`src/rtl/vec_check_pkg.sv`:
```
// Shared constants and FSM state encoding for the vector checker sequencer.
package vec_check_pkg;

    localparam int              DEF_DATA_W    = 64;
    localparam int              DEF_DEPTH     = 20;
    localparam int              DEF_KEY_W     = 256;
    localparam int              DEF_TMO_CYC   = 1024;
    localparam logic [255:0]    DEF_KEY_VALUE = 256'h0;

    // One-hot so each state decode is a single flop bit.
    typedef enum logic [5:0] {
        S_IDLE  = 6'b000001,
        S_FETCH = 6'b000010,
        S_LOAD  = 6'b000100,
        S_START = 6'b001000,
        S_WAIT  = 6'b010000,
        S_FIN   = 6'b100000
    } state_e;

endpackage

```
`src/rtl/vc_timeout_ctr.sv`:
```
// Watchdog for one DUT transaction: counts enabled cycles, flags the last allowed one.
module vc_timeout_ctr #(
    parameter int TMO_CYC = 1024
) (
    input  logic clk,
    input  logic rst_n,
    input  logic clear,
    input  logic enable,
    output logic expired
);

    localparam int            TW   = (TMO_CYC > 1) ? $clog2(TMO_CYC) : 1;
    localparam logic [TW-1:0] LAST = TW'(TMO_CYC - 1);

    logic [TW-1:0] cnt_q, cnt_d;

    // expired marks the TMO_CYC-th enabled cycle after a clear
    assign expired = enable && (cnt_q == LAST);

    // count enabled cycles, parking at the terminal value
    always_comb begin
        cnt_d = cnt_q;
        if (clear)
            cnt_d = '0;
        else if (enable && !expired)
            cnt_d = cnt_q + TW'(1);
    end

    // counter register
    always_ff @(posedge clk or negedge rst_n) begin
        if (!rst_n)
            cnt_q <= '0;
        else
            cnt_q <= cnt_d;
    end

endmodule

```
`src/rtl/vec_check_seq.sv`:
```
// Steps a DUT through a ROM of test vectors and counts result mismatches.
module vec_check_seq
    import vec_check_pkg::*;
#(
    parameter int              DATA_W    = DEF_DATA_W,
    parameter int              DEPTH     = DEF_DEPTH,
    parameter int              AW        = $clog2(DEPTH),
    parameter int              CW        = $clog2(DEPTH + 1),
    parameter int              KEY_W     = DEF_KEY_W,
    parameter logic [KEY_W-1:0] KEY_VALUE = KEY_W'(DEF_KEY_VALUE),
    parameter int              TMO_CYC   = DEF_TMO_CYC
) (
    input  logic              ap_clk,
    input  logic              ap_rst_n,
    input  logic              ap_start,
    output logic              ap_done,
    output logic              ap_ready,
    output logic              ap_idle,
    output logic [CW-1:0]     ap_return,
    input  logic [CW-1:0]     num_vec,
    input  logic              stop_on_err,
    input  logic [KEY_W-1:0]  working_key,
    output logic [AW-1:0]     rom_addr,
    output logic              rom_ce,
    input  logic [DATA_W-1:0] a_q,
    input  logic [DATA_W-1:0] b_q,
    input  logic [DATA_W-1:0] z_q,
    output logic              dut_start,
    input  logic              dut_ready,
    output logic [DATA_W-1:0] dut_a,
    output logic [DATA_W-1:0] dut_b,
    input  logic              dut_done,
    input  logic [DATA_W-1:0] dut_result,
    output logic [AW-1:0]     first_err_idx,
    output logic              err_seen,
    output logic              tmo_seen
);

    localparam logic [CW-1:0] DEPTH_C = CW'(DEPTH);
    localparam logic [CW-1:0] CNT_MAX = '1;

    state_e              state_q, state_d;
    logic [CW-1:0]       n_q, n_d;
    logic [CW-1:0]       idx_q, idx_d;
    logic [CW-1:0]       cnt_q, cnt_d;
    logic [CW-1:0]       ret_q, ret_d;
    logic                stop_q, stop_d;
    logic                err_q, err_d;
    logic                tmo_q, tmo_d;
    logic [AW-1:0]       ferr_q, ferr_d;
    logic [DATA_W-1:0]   dut_a_q, dut_a_d;
    logic [DATA_W-1:0]   dut_b_q, dut_b_d;
    logic [DATA_W-1:0]   exp_q, exp_d;

    logic                key_ok;
    logic                mismatch;
    logic                tmo_clr;
    logic                tmo_en;
    logic                tmo_exp;

    // With the wrong key the sense of the compare is inverted, so a correct DUT fails every vector.
    assign key_ok = (working_key == KEY_VALUE);

    vc_timeout_ctr #(.TMO_CYC(TMO_CYC)) u_tmo (
        .clk     (ap_clk),
        .rst_n   (ap_rst_n),
        .clear   (tmo_clr),
        .enable  (tmo_en),
        .expired (tmo_exp)
    );

    assign rom_addr      = AW'(idx_q);
    assign ap_ready      = ap_done;
    assign ap_idle       = (state_q == S_IDLE) && !ap_start;
    assign ap_return     = ret_q;
    assign first_err_idx = ferr_q;
    assign err_seen      = err_q;
    assign tmo_seen      = tmo_q;
    assign dut_a         = dut_a_q;
    assign dut_b         = dut_b_q;

    // next-state, datapath updates and per-state strobes
    always_comb begin
        state_d   = state_q;
        n_d       = n_q;
        idx_d     = idx_q;
        cnt_d     = cnt_q;
        ret_d     = ret_q;
        stop_d    = stop_q;
        err_d     = err_q;
        tmo_d     = tmo_q;
        ferr_d    = ferr_q;
        dut_a_d   = dut_a_q;
        dut_b_d   = dut_b_q;
        exp_d     = exp_q;
        rom_ce    = 1'b0;
        dut_start = 1'b0;
        ap_done   = 1'b0;
        tmo_clr   = 1'b0;
        tmo_en    = 1'b0;
        mismatch  = 1'b0;

        case (state_q)
            S_IDLE: begin
                if (ap_start) begin
                    n_d     = (num_vec > DEPTH_C) ? DEPTH_C : num_vec;
                    stop_d  = stop_on_err;
                    idx_d   = '0;
                    cnt_d   = '0;
                    err_d   = 1'b0;
                    tmo_d   = 1'b0;
                    ferr_d  = '0;
                    state_d = S_FETCH;
                end
            end
            S_FETCH: begin
                if (idx_q == n_q) begin
                    // result is loaded on the way into FIN so it is valid alongside ap_done
                    ret_d   = cnt_q;
                    state_d = S_FIN;
                end else begin
                    rom_ce  = 1'b1;
                    state_d = S_LOAD;
                end
            end
            S_LOAD: begin
                dut_a_d = a_q;
                dut_b_d = b_q;
                exp_d   = z_q;
                state_d = S_START;
            end
            S_START: begin
                dut_start = 1'b1;
                tmo_clr   = 1'b1;
                if (dut_ready)
                    state_d = S_WAIT;
            end
            S_WAIT: begin
                tmo_en = 1'b1;
                if (dut_done || tmo_exp) begin
                    // a result arriving on the final allowed cycle beats the timeout
                    if (dut_done)
                        mismatch = key_ok ? (dut_result != exp_q) : (dut_result == exp_q);
                    else begin
                        mismatch = 1'b1;
                        tmo_d    = 1'b1;
                    end
                    if (mismatch) begin
                        if (cnt_q != CNT_MAX)
                            cnt_d = cnt_q + CW'(1);
                        if (!err_q) begin
                            err_d  = 1'b1;
                            ferr_d = AW'(idx_q);
                        end
                    end
                    idx_d = idx_q + CW'(1);
                    if (stop_q && mismatch) begin
                        ret_d   = cnt_d;
                        state_d = S_FIN;
                    end else begin
                        state_d = S_FETCH;
                    end
                end
            end
            S_FIN: begin
                ap_done = 1'b1;
                state_d = S_IDLE;
            end
            default: state_d = S_IDLE;
        endcase
    end

    // state and datapath registers; reset abandons any run in flight
    always_ff @(posedge ap_clk or negedge ap_rst_n) begin
        if (!ap_rst_n) begin
            state_q <= S_IDLE;
            n_q     <= '0;
            idx_q   <= '0;
            cnt_q   <= '0;
            ret_q   <= '0;
            stop_q  <= 1'b0;
            err_q   <= 1'b0;
            tmo_q   <= 1'b0;
            ferr_q  <= '0;
            dut_a_q <= '0;
            dut_b_q <= '0;
            exp_q   <= '0;
        end else begin
            state_q <= state_d;
            n_q     <= n_d;
            idx_q   <= idx_d;
            cnt_q   <= cnt_d;
            ret_q   <= ret_d;
            stop_q  <= stop_d;
            err_q   <= err_d;
            tmo_q   <= tmo_d;
            ferr_q  <= ferr_d;
            dut_a_q <= dut_a_d;
            dut_b_q <= dut_b_d;
            exp_q   <= exp_d;
        end
    end

endmodule

```
`config.mk`:
```
export PLATFORM = sky130hd
export DESIGN_NAME = vec_check_seq
export DESIGN_NICKNAME = d
export VERILOG_FILES = /design/src/rtl/vec_check_pkg.sv /design/src/rtl/vc_timeout_ctr.sv /design/src/rtl/vec_check_seq.sv
export SDC_FILE = /design/constraint.sdc
export NUM_CORES = 1
export LEC_CHECK = 0
export ABC_AREA = 0
export CAP_MARGIN = 5
export CORE_AREA = 2 2 258 260
export DETAILED_ROUTE_END_ITERATION = 8
export DIE_AREA = 0 0 260 262
export PLACE_DENSITY = 0.41
export SLEW_MARGIN = 40
export SYNTH_ARGS = -nofsm -noshare
export SYNTH_HDL_FRONTEND = slang
export SYNTH_SLANG_ARGS = --single-unit
```
`constraint.sdc`:
```
create_clock -name ap_clk -period 2.7 [get_ports ap_clk]
set_clock_uncertainty 0.15 [all_clocks]
set_input_delay 0.54 -clock ap_clk [delete_from_list [all_inputs] [get_ports ap_clk]]
set_output_delay 0.54 -clock ap_clk [all_outputs]
set_load 0.005 [all_outputs]
```
== Yosys cells after proc, flatten, opt, wreduce, memory -nomap -nowiden ==
Cells that the tools add are included.
Word-level totals
  register bits: 236
  word-level logic and storage cells: 94
Operators by class
  add/subtract/negate cells: 3
  $lt $le $gt $ge: 1
  equality and inequality tests: 19
  muxes and demuxes: 40
  reduce and logical (&&, ||, !) cells: 18
Operator list (number)
  logical NOT 256 bit: 1
  == test 64 bit: 1
  inequality test 64 bit: 1
  two-way mux 5 bit: 12
  case mux 5 bit (2 select lines): 4
  two-way mux 6 bit: 5
  case mux 6 bit (5 select lines): 1
  two-way mux 10 bit: 2
  inequality test 2 bit (second input constant): 8
  two-way mux 1 bit: 14
  AND reduction 4 bit: 3
  adder 10 x 1 -> 10 bit (second input constant): 1
  adder 5 x 1 -> 5 bit (second input constant): 2
  == test 10 bit (second input constant): 1
  == test 6 x 1 -> 1 bit (second input constant): 1
  == test 6 x 2 -> 1 bit (second input constant): 1
  == test 6 x 3 -> 1 bit (second input constant): 1
  == test 6 x 4 -> 1 bit (second input constant): 1
  == test 6 x 5 -> 1 bit (second input constant): 1
  == test 6 bit (second input constant): 1
  AND reduction 3 bit: 2
  nonzero test 2 bit: 3
  == test 5 bit: 1
  > comparator 5 bit (second input constant): 1
  other kinds (7): 12

== Logic depth before layout (Yosys ltp) ==
  depth after elaboration: 10
  depth in mapped cells: 10
  mapped depth without buffers: 9

== Hierarchy ==
A second synthesis with hierarchy kept.
Second synthesis, totals
  cells, all modules: 807
  area, all modules: 10571.4 um^2
Modules (own cells, without submodules)
  vec_check_seq: times used 1, cells each 751, area an instance 10017.1 um^2, sequential area each 5656.7 um^2
  vc_timeout_ctr: times used 1, cells each 56, area an instance 554.3 um^2, sequential area each 250.2 um^2

== Worst setup path before layout ==
Ideal clock, no wire load.
  path type: input to register
  from: in dut_result[29]
  to: reg ret_q[1], in the netlist ap_return[1]
  data arrival time: 2.342 ns
  required time: 2.425 ns
  slack: 0.083 ns
  stages: 8
  path through: xor2_1 nor4_1 nand4_1 nor4_2 xnor2_1 o211ai_1 mux2_2 mux2_4
On the way
  longest elaborated chain between the ends: 9
RTL lines
  start: declaration: RTL line vec_check_seq.sv:33  | input logic [DATA_W-1:0] dut_result,
  == test 64 bit or inequality test 64 bit (tied branches): RTL line vec_check_seq.sv:143  | mismatch = key_ok ? (dut_result != exp_q) : (dut_result == exp_q);
  two-way mux 1 bit (*): RTL line vec_check_seq.sv:143
  two-way mux 1 bit (*): RTL line vec_check_seq.sv:142  | if (dut_done)
  two-way mux 1 bit (*): RTL line vec_check_seq.sv:140  | if (dut_done || tmo_exp) begin
  two-way mux 1 bit (*): RTL line vec_check_seq.sv:103  | case (state_q)
  two-way mux 5 bit: RTL line vec_check_seq.sv:148  | if (mismatch) begin
  two-way mux 5 bit: RTL line vec_check_seq.sv:157  | if (stop_q && mismatch) begin
  two-way mux 5 bit: RTL line vec_check_seq.sv:140
  case mux 5 bit (2 select lines): RTL line vec_check_seq.sv:103
  end signal: assignment: RTL line vec_check_seq.sv:193  | ret_q <= ret_d;
  end: declaration: RTL line vec_check_seq.sv:46  | logic [CW-1:0] ret_q, ret_d;
Mark *: on every way between the ends. The rest lies on a longest branch, timed or not. The select of a mux whose other input is x is not followed.
A chain may end at the register's enable or synchronous reset.

== Worst setup path in the final report ==
  from: in dut_result[46]
  to: reg ret_q[1], in the netlist ap_return[1]
The elaborated chain is that of the path after synthesis.

==> flow_metrics.env <==
export IMPL_outcome="finished with violations"
export IMPL_violations="setup timing"
export IMPL_drv_cap=0
export IMPL_cts_root_buf="clkbuf_16"
export IMPL_grt_pass1_vias=10823
export IMPL_start_util_pct=16.1
export IMPL_power_density_mw_per_mm2=840
export IMPL_numCtsBuffers=34
export IMPL_seq_area_frac_synth_pct=56.2
export IMPL_worst_slack_ns=-0.206
export IMPL_tns_ns=-2.46
export IMPL_crit_required_ns=2.96
export IMPL_first_pass_iters=4
export IMPL_slew_violations=0
export IMPL_vias=9475
export IMPL_synth_seq_cells=236
export IMPL_hold_path_depth=2
export IMPL_rrSetupSlack_ns=-0.16
export IMPL_worst_r2r_endpoint="ap_return[1]"
export IMPL_tritoncts="done"
export IMPL_yosysUniqueCellTypes=49
export IMPL_r2r_start="exp_q[16]"
export IMPL_dp_cells=2362
export IMPL_arrival_ns=3.17
export IMPL_clockBufferDepth=3
export IMPL_synth_warnings=0
export IMPL_grt_overflow_total=0
export IMPL_final_cell_mix="clkdlybuf4s50_1, dfrtp_1, mux2_2"
export IMPL_fin_cells=2432
export IMPL_numClockSinks=236
export IMPL_critical_path_slowest_cell="clkdlybuf4s50_1"
export IMPL_final_common_cell="clkdlybuf4s50_1"
export IMPL_drtAntennaViolNets=0
export IMPL_rsz0062_at_grt="yes"
export IMPL_die_x_um=260
export IMPL_drt_iter0_drc=260
export IMPL_post_route_cell_area_mm2=0.0203
export IMPL_leakage_nw=8.19
export IMPL_critPathLaunch="dut_result[46]"
export IMPL_max_stage_delay_ns=0.43
export IMPL_die_area_mm2=0.0681
export IMPL_antenna_found_initial=18
export IMPL_min_from="n_q[1]"
export IMPL_synthArstFlopShare_pct=100
export IMPL_rows=94
export IMPL_fmax_ghz=0.344
export IMPL_path_cells="clkdlybuf4s50_1 -> xor2_1 -> nor4_1 -> buf_4 -> nand4_1 -> nor4_2 -> buf_4 -> xnor2_4 -> o211ai_1 -> mux2_4 -> mux2_4"
export IMPL_worstSetupPathType="in2reg"
export IMPL_final_nets=2064
export IMPL_finalCritPeriodShare_pct=108
export IMPL_place_ws_ns=-1.51
export IMPL_core_mm2=0.0653
export IMPL_drc=0
export IMPL_clk_latency_ns=0.53
export IMPL_slew_headroom_pct=58.1
export IMPL_dp_hpwl_mm=39.5
export IMPL_setup_violations=18
export IMPL_wl_per_cell_um=20.3
export IMPL_hp_class="reg2reg"
export IMPL_ioPinCount=673
export IMPL_grt_pass1_wl_mm=69.8
export IMPL_place_area_mm2=0.0187
export IMPL_synth_avg_cell_area_um2=13.3
export IMPL_io_buffers=672
export IMPL_cp_num_buf_inv=3
export IMPL_hold_viol_final=0
export IMPL_crit_path_end_kind="flop"
export IMPL_timing_worst_slew_pin_value_ns=0.629
export IMPL_cp_top_family="buffers and inverters"
export IMPL_syn_area_mm2=0.0105
export IMPL_cts_reportedPaths_clkPinSlew_ns=0.05
export IMPL_utilization_pct=31.0
export IMPL_peakVddDrop_uv=474
export IMPL_globalplace_congestion=0.832
export IMPL_syn_to_final_growth_pct=92.8
export IMPL_critPathMaxFanout=5
export IMPL_power_mw=17.0
export IMPL_grt_usage_pct=13.9
export IMPL_crit_path_start_kind="input pin"
export IMPL_worstRegToRegCells=10
export IMPL_drive_gt1_share_pct=25.0
export IMPL_htree_levels=2
export IMPL_drt_wl_total_mm=49.4
export IMPL_synth_edf_count=0
export IMPL_netlist_instances=790
export IMPL_syn_nets=1316
export IMPL_fin_hold_ws_ns=0.343
export IMPL_via_per_inst=3.90
export IMPL_grt_max_degree=99
export IMPL_period_needed_ns=2.91
export IMPL_synth_ff_type="dfrtp_1"
export IMPL_hold_path_end="n_q[1]"
export IMPL_dieHeight_um=262
-- cells in the mapped netlist, types with 2 or more instances --
master,count,share of area [%]
buf_4,2,0.14
nor4_2,2,0.24
o21ai_0,9,0.43
inv_1,4,0.14
o211ai_1,2,0.14
a31oi_1,5,0.30
nor3b_1,2,0.14
a22o_1,6,0.50
ha_1,3,0.36
nor2_1,20,0.71
a21oi_1,9,0.43
mux2_4,4,0.57
nand2_2,2,0.12
nand4_1,24,1.4
nor4_1,86,5.1
clkbuf_1,19,0.68
buf_1,3,0.11
mux2_2,195,21
xnor2_1,6,0.50
nand3b_1,4,0.29
nor2b_1,2,0.12
dfrtp_1,235,56
a32o_1,2,0.19
nand2_1,29,1.0
or2_2,2,0.12
nor3b_4,2,0.36
and4_1,2,0.17
xor2_1,77,6.4
nand3_1,11,0.52
buf_6,2,0.21
-- power breakdown --
group / leakage [nW] / switching [mW] / internal, mW
combinational: 4.84 / 2.29 / 4.28
sequential: 2.83 / 0.954 / 5.16
clock: 0.517 / 1.68 / 2.66
-- timing repair --
item | CTS | global route
pin swaps | 69 | 17
endpoints found under the setup margin | 23 | 28
setup buffers | 9 | 3
gates resized for setup | 206 | 25
hold buffers | 1 | 0
hold endpoints to repair | 54 | 0
-- how the worst max path moves through the flow --
stage,slack [ns],cells after the start,endpoint
after floorplan,0.08,8,ap_return[1]
after global placement,-1.50,12,ap_return[3]
after detailed placement,-1.51,12,ap_return[3]
after CTS,-0.21,10,ap_return[1]
after global routing,-0.31,11,ap_return[1]
final,-0.21,11,ap_return[1]
-- state kept, by name, summed over array words and instances (netlist names) --
| name | count |
|---|---|
| n_q | 5 |
| tmo_seen | 1 |
| dut_b | 64 |
| err_seen | 1 |
| first_err_idx | 5 |
| exp_q | 64 |
| ap_return | 5 |
| u_tmo.cnt_q | 10 |
| state_q | 6 |
| rom_addr | 5 |
| dut_a | 64 |
| stop_q | 1 |
| cnt_q | 5 |
-- worst register-to-register path, cell delays in order (launching register included) --
cell and delay (ns):
dfrtp_1 0.38, xor2_1 0.17, nor4_2 0.36, buf_4 0.17, nand4_1 0.16, nor4_2 0.24
buf_4 0.19, xnor2_4 0.10, o211ai_1 0.26, mux2_4 0.32, mux2_4 0.25
-- layer usage --
layer  vias to the layer above  share of wire (%)  track usage, %
met2                       402                 55            27.0
li1                       4426                  -               -
met4                         4                3.4            5.72
met3                        81                8.1            4.44
met5                         -              0.055               0
met1                      4562                 33            13.3
-- logic make-up after synthesis --
group,after synthesis,share of synthesized area (%)
AO/OA/AOI/OAI,39,2.53
XOR/XNOR,83,6.91
adder cells (fa/ha/maj),3,0.357
buffers and inverters,31,1.32
flip-flops,236,56.2
multiplexers,200,21.6
AND/OR/NAND/NOR,198,11.1
-- layout make-up --
| type | instances | area (um2) |
|---|---|---|
| fillers | 6663 | 45000 |
| repair buffers | 738 | 7220 |
| flip-flops and latches | 236 | 5910 |
| multi-input cells | 523 | 4950 |
| well taps | 864 | 1080 |
| clock buffers | 49 | 958 |
| clock inverters | 6 | 103 |
| diodes | 11 | 27.5 |
| inverters | 5 | 18.8 |
(Power assumes the default switching activity.)
